$ cat src/rtl/transmit_stream_pkg.sv
// Shared defaults and FSM encoding for the transmit stream block.
// Imported by the stream controller and its instruction buffer.
package transmit_stream_pkg;
  localparam int IWIDTH_DEF = 32;
  localparam int DEPTH_DEF  = 64;

  typedef enum logic [1:0] {
    S_IDLE  = 2'd0,
    S_FETCH = 2'd1,
    S_SEND  = 2'd2,
    S_DONE  = 2'd3
  } state_e;
endpackage

$ cat src/rtl/transmit_stream_instr_buf.sv
// Simple dual-port instruction RAM: one write port, one registered read.
// A same-address write and read on one edge returns the old word.
module instr_buf
  import transmit_stream_pkg::*;
#(
  parameter int IWIDTH = IWIDTH_DEF,
  parameter int DEPTH  = DEPTH_DEF,
  parameter int AW     = $clog2(DEPTH)
) (
  input  logic              clk,
  input  logic              rst,
  input  logic              wr_en,
  input  logic [AW-1:0]     wr_addr,
  input  logic [IWIDTH-1:0] wr_data,
  input  logic              rd_en,
  input  logic [AW-1:0]     rd_addr,
  output logic [IWIDTH-1:0] rd_data
);
  logic [IWIDTH-1:0] mem_q [DEPTH];
  logic [IWIDTH-1:0] rd_data_q;

  always_ff @(posedge clk) begin
    if (wr_en) mem_q[wr_addr] <= wr_data;
  end

  always_ff @(posedge clk) begin
    if (rst) rd_data_q <= '0;
    else if (rd_en) rd_data_q <= mem_q[rd_addr];
  end

  assign rd_data = rd_data_q;
endmodule

$ cat src/rtl/transmit_stream.sv
// Streams a window of the instruction buffer downstream over valid/ready,
// optionally repeating the window until aborted.
module transmit_stream
  import transmit_stream_pkg::*;
#(
  parameter int IWIDTH = IWIDTH_DEF,
  parameter int DEPTH  = DEPTH_DEF,
  parameter int AW     = $clog2(DEPTH)
) (
  input  logic              t_clk,
  input  logic              t_rst,
  input  logic              t_i_wr_en,
  input  logic [AW-1:0]     t_i_wr_addr,
  input  logic [IWIDTH-1:0] t_i_wr_data,
  input  logic              t_i_syn,
  input  logic [AW-1:0]     t_i_base,
  input  logic [AW:0]       t_i_len,
  input  logic              t_i_loop,
  input  logic              t_i_abort,
  input  logic              t_i_ready,
  output logic [IWIDTH-1:0] t_o_instr,
  output logic              t_o_valid,
  output logic              t_o_last,
  output logic              t_o_ack,
  output logic              t_o_busy
);
  state_e          state_q, state_d;
  logic [AW-1:0]   rd_ptr_q, rd_ptr_d;
  logic [AW-1:0]   base_q, base_d;
  logic [AW:0]     cnt_q, cnt_d;
  logic [AW:0]     len_q, len_d;
  logic            loop_q, loop_d;
  logic            rd_en;
  logic            xfer;
  logic [IWIDTH-1:0] rd_data;

  assign xfer = (state_q == S_SEND) && t_i_ready;

  always_comb begin
    state_d  = state_q;
    rd_ptr_d = rd_ptr_q;
    base_d   = base_q;
    cnt_d    = cnt_q;
    len_d    = len_q;
    loop_d   = loop_q;
    rd_en    = 1'b0;
    unique case (state_q)
      S_IDLE: begin
        if (t_i_syn) begin
          base_d = t_i_base;
          len_d  = t_i_len;
          loop_d = t_i_loop;
          if (t_i_len != '0) begin
            rd_ptr_d = t_i_base;
            cnt_d    = t_i_len;
            state_d  = S_FETCH;
          end else begin
            state_d = S_DONE;
          end
        end
      end
      S_FETCH: begin
        rd_en   = 1'b1;
        state_d = t_i_abort ? S_DONE : S_SEND;
      end
      S_SEND: begin
        // The read address is the post-transfer pointer, so the next
        // word lands in the output register on the transfer edge.
        if (xfer) begin
          if (cnt_q == (AW+1)'(1)) begin
            if (loop_q) begin
              rd_ptr_d = base_q;
              cnt_d    = len_q;
              rd_en    = 1'b1;
            end else begin
              state_d = S_DONE;
            end
          end else begin
            rd_ptr_d = rd_ptr_q + AW'(1);
            cnt_d    = cnt_q - (AW+1)'(1);
            rd_en    = 1'b1;
          end
        end
        if (t_i_abort) state_d = S_DONE;
      end
      S_DONE: state_d = S_IDLE;
      default: state_d = S_IDLE;
    endcase
  end

  always_ff @(posedge t_clk) begin
    if (t_rst) begin
      state_q  <= S_IDLE;
      rd_ptr_q <= '0;
      base_q   <= '0;
      cnt_q    <= '0;
      len_q    <= '0;
      loop_q   <= 1'b0;
    end else begin
      state_q  <= state_d;
      rd_ptr_q <= rd_ptr_d;
      base_q   <= base_d;
      cnt_q    <= cnt_d;
      len_q    <= len_d;
      loop_q   <= loop_d;
    end
  end

  instr_buf #(
    .IWIDTH(IWIDTH),
    .DEPTH (DEPTH),
    .AW    (AW)
  ) u_buf (
    .clk    (t_clk),
    .rst    (t_rst),
    .wr_en  (t_i_wr_en),
    .wr_addr(t_i_wr_addr),
    .wr_data(t_i_wr_data),
    .rd_en  (rd_en),
    .rd_addr(rd_ptr_d),
    .rd_data(rd_data)
  );

  assign t_o_valid = (state_q == S_SEND);
  assign t_o_last  = t_o_valid && (cnt_q == (AW+1)'(1));
  assign t_o_ack   = (state_q == S_DONE);
  assign t_o_busy  = (state_q != S_IDLE);
  assign t_o_instr = t_o_valid ? rd_data : '0;
endmodule
$ cat config.mk
export PLATFORM = sky130hd
export DESIGN_NAME = transmit_stream
export DESIGN_NICKNAME = d
export VERILOG_FILES = /design/src/rtl/transmit_stream_pkg.sv /design/src/rtl/transmit_stream_instr_buf.sv /design/src/rtl/transmit_stream.sv
export SDC_FILE = /design/constraint.sdc
export NUM_CORES = 2
export LEC_CHECK = 0
export BUFFER_PORTS_ARGS = -buffer_cell sky130_fd_sc_hd__buf_2
export CAP_MARGIN = 5
export CORE_UTILIZATION = 32
export DETAILED_ROUTE_END_ITERATION = 8
export HOLD_SLACK_MARGIN = 0.15
export PLACE_DENSITY = 0.55
export SYNTH_ARGS = -nofsm -noshare
export SYNTH_HDL_FRONTEND = slang
export SYNTH_SLANG_ARGS = --single-unit
export TNS_END_PERCENT = 10
$ cat constraint.sdc
create_clock -name t_clk -period 4.6 [get_ports t_clk]
set_clock_uncertainty 0.05 [all_clocks]
set_input_delay 0.69 -clock t_clk [delete_from_list [all_inputs] [get_ports t_clk]]
set_output_delay 0.69 -clock t_clk [all_outputs]
set_load 0.02 [all_outputs]
==> PnR_summary.wiki <==
{| class="wikitable"
! Metric !! Value
|-
| Compound-cell area share of the yosys netlist || 8.72%
|-
| Achievable frequency || 0.222 GHz
|-
| Leading cell types by total area after synthesis || edfxtp_1 74%, nand2_1 5.6%, mux2i_1 3.4%
|-
| Via/cell ratio || roughly 5.4
|-
| Hold violation total from the final report || 0
|-
| Die Footprint || 261000 um2
|-
| Total stage count of the critical path || 13
|-
| RSZ-0062 raised after global routing || no
|-
| Worst-path clk slew || 60 ps
|-
| Leakage power figure || 31.7 nW
|-
| Num Clock Sinks || 2109
|-
| Largest net degree at the start of global routing || between 90 and 100
|-
| Data arrival time at the worst-slack endpoint || 5220 ps
|-
| Peak fanout along the critical path || 16
|-
| Net switching power figure || 0.0188 W
|-
| Floorplan die width || between 500 and 600 um
|-
| Post-layout net count || 6169
|-
| Dominant cell by count in the synthesized netlist || edfxtp_1
|-
| DRC violations left || 0
|-
| Flip-flop and latch count after synthesis || between 2k and 2.5k
|-
| Status || finished, final reports clean
|-
| Yosys warning count || 0
|-
| Number of rows in the core area || 186
|-
| Initial core utilization || around 32%
|-
| Combinational power share || 29.9%
|-
| Proportion of synthesized chip area in sequential cells || roughly three quarters
|-
| Startpoint of the worst register-to-register path || cnt_q[0]
|-
| Main combinational cell family by area after synthesis || simple AND/OR/NAND/NOR gates
|-
| Met1 demand-to-capacity share in global routing || roughly 27%
|-
| Clock latency at the later pin of the worst-skew pair || between 800 and 900 ps
|-
| Worst supply voltage drop on vdd || between 0.4 and 0.5 mV
|-
| Total via count in the routed design || 52.7k
|-
| Worst Setup Slack, final || approximately 90 ps
|-
| Net count after synthesis || 5837
|-
| Met3 GRT Util || 2.75%
|-
| Final period util || 98.0%
|-
| Share of post-route cells with drive strength above 1 || 14.1%
|-
| Global Route Usage Sum || 19.3%
|-
| Area share of and/or/nand/nor cells after synthesis || under 10%
|-
| Routed wire per std cell || about 27 um
|-
| Worst Tran Pin Value || 1220 ps
|-
| Non-filler cells, final || 9683
|-
| Dpl hpwl || 156000 um
|-
| CP delay by family, top || simple AND/OR/NAND/NOR gates
|-
| Cell with the biggest individual delay on the critical path || a311oi_1
|-
| Cell count after placement || 9251
|-
| CTS tree || built
|-
| Element type at the critical path end || flip-flop
|-
| Fraction of post-synthesis cell area in the top cell type by area || 74.1%
|-
| Maximum Capacitance Violations || 0
|-
| Clock Power Share || 30.8%
|-
| Worst Hold Class || in -> reg
|-
| Critical Path Max Stage Delay || 670 ps
|-
| Worst EP required || around 5300 ps
|-
| Internal power || 0.0364 W
|-
| Global route hottest layer || met2
|-
| First-pass iteration count of the detailed router || 9
|-
| Hold slack final || between 200 and 250 ps
|-
| Clock tree buffer depth || 3
|-
| Ordered list of cells on the worst path || ha_1, nor4b_2, nand2_1, buf_4, a211oi_1, nor3_4, nor4_4, nand2_1, buf_12, buf_4, a311oi_1, nor3_1, and4_1
|-
| Via count of the first global-routing pass || 50.4k
|-
| Drt initial violations || about 6.0k
|-
| Xor and xnor fraction of the mapped netlist area || 0.0422%
|-
| Final estimated routing congestion in global placement || 0.856
|-
| Total CTS buffers || 215
|-
| Most frequent cells after synthesis || 2048 x edfxtp_1, 1232 x nand2_1, 373 x a21oi_1
|-
| Post-synthesis area per instance || between 10 and 15 um2
|-
| HP Start || t_i_wr_data[10]
|-
| Setup Slack @ Placement || -422 ps
|-
| Final setup fails || 0
|-
| Number of unique standard cell types used by synthesis || 66
|-
| Power density over the cells || roughly 570 nW/um2
|-
| Met2 Track Usage GR || between 30% and 40%
|-
| Number of flops mapped to enable cells by yosys || 2048
|-
| Post-layout utilization of the core || 37.9%
|-
| Net switching share of the total power || 34.1%
|-
| Share of synthesized flip-flops with an asynchronous set or reset || 0%
|-
| Total detailed-routing wirelength || about 260000 um
|-
| Leading area contributor after synthesis || edfxtp_1
|-
| Slew headroom || between 10% and 20%
|-
| Initial antenna violation count || 24
|-
| Aggregate global routing overflow || 0
|-
| Critical setup path kind || reg -> reg
|-
| Buffering stage count on the worst path with inverters included || 3
|-
| Proportion of power drawn by flip-flops and latches || 39.4%
|-
| Source of the critical timing path || cnt_q[0]
|-
| R2r worst-path depth || 13
|-
| Cells after Synth || between 5k and 6k
|-
| Portion of netlist area occupied by mux cells || under 10%
|-
| Main synth FF type || edfxtp_1
|-
| Clock Tree Root || clkbuf_16
|-
| Wire length of the first global-routing pass || between 300000 and 400000 um
|-
| Core Box Area || 257000 um2
|-
| Post-Synth Adder-Cell Area || less than 1%
|-
| Count of filler cells inserted in the layout || 23.9k
|-
| Post-synthesis instance area || 82900 um2
|-
| Post-route antenna net violation count || 0
|-
| Count of final max-slew check failures || 0
|-
| Die outline height || 511 um
|-
| Count of input and output buffers || 93
|-
| Period minus WS final || ~4500 ps
|-
| Number of levels in the clock H-tree || 4
|-
| Worst hold path depth || 1
|-
| Area added between synthesis and finish || 17.4%
|-
| I/O pin count || 94
|-
| Kind of launch point of the worst setup path || flip-flop
|}
[worst register-to-register path, cell delays in order, from the launching register on]
cell and delay [ps]:
dfxtp_1 460, ha_1 250, nor4b_2 310, nand2_1 170, buf_4 240, a211oi_1 560, nor3_4 180, nor4_4 590
nand2_1 200, buf_12 200, buf_4 200, a311oi_1 670, nor3_1 100, and4_1 220
[path summary, 6_finish.rpt]
kind	end	slack, ps
setup / recovery	u_buf.rd_data[25]	90
hold / removal	u_buf.mem_q[39][10]	240
setup reg to reg	u_buf.rd_data[25]	90
hold reg to reg	base_q[1]	410
[cell families after synthesis]
logic type	after synthesis
adder cells (fa/ha/maj)	7
buffers and inverters	404
AO/OA/AOI/OAI	1054
multiplexers	283
AND/OR/NAND/NOR	1911
flip-flops	2109
XOR/XNOR	4
[cells in the final DEF, fill, tap and decap left out, types with 76 or more instances in the layout]
cell,instances
a21oi_1,373
and3_1,82
a221oi_1,92
mux2i_1,279
nand2_1,1232
edfxtp_1,2048
a211oi_1,104
a311oi_1,76
nand3_1,273
a32oi_1,107
clkbuf_16,215
buf_4,335
buf_2,92
a31oi_1,80
[sequential cells by signal (all words and copies together), names as in the netlist]
register,count
base_q,6
len_q,7
u_buf.rd_data,32
state_q,2
loop_q,1
u_buf.mem_q,2048
cnt_q,7
rd_ptr_q,6
[layout make-up]
class	instances	area [um2]	share of cell area, %
flip-flops and latches	2109	62700	64.4
multi-input cells	3259	19100	19.6
clock buffers	295	5810	5.97
repair buffers	508	4430	4.55
well taps	3384	4230	4.35
clock inverters	101	991	1.02
inverters	11	41.3	0.0424
diodes	16	40.0	0.0411
[routing by layer]
layer	part of all wire [%]	routed length (um)
met5	0.012	30
met4	2.9	7450
met3	7.4	19200
met2	46	120000
met1	43	112000
[through the flow]
step	power, W	cell area [um2]	setup TNS (ps)
5_1_grt	0.0573	97300	0
3_5_place_dp	0.0384	90300	-1060
2_1_floorplan	0.0316	82900	0
6_report	0.0552	97300	0
3_3_place_gp	0.0384	90300	-1160
4_1_cts	0.0553	97300	0
[what timing repair did]
| action | 4_1_cts | 5_1_grt |
|---|---|---|
| hold buffers | 17 | 0 |
| pin swaps | 0 | 2 |
| resized for setup | 2 | 0 |
| cloned | 0 | 0 |
| buffers inserted | 0 | 3 |
| endpoints found under the setup margin | 2 | 3 |
| endpoints found under the hold margin | 23 | 0 |
[power by group through the flow]
stage          clock network [W]  logic (W)  registers, W
2_1_floorplan                  0    0.00973        0.0219
3_3_place_gp                   0     0.0162        0.0221
3_5_place_dp                   0     0.0163        0.0221
4_1_cts                   0.0173     0.0164        0.0217
5_1_grt                   0.0180     0.0176        0.0217
6_report                  0.0170     0.0165        0.0217
Note: power is estimated with default switching activity, not from simulation.
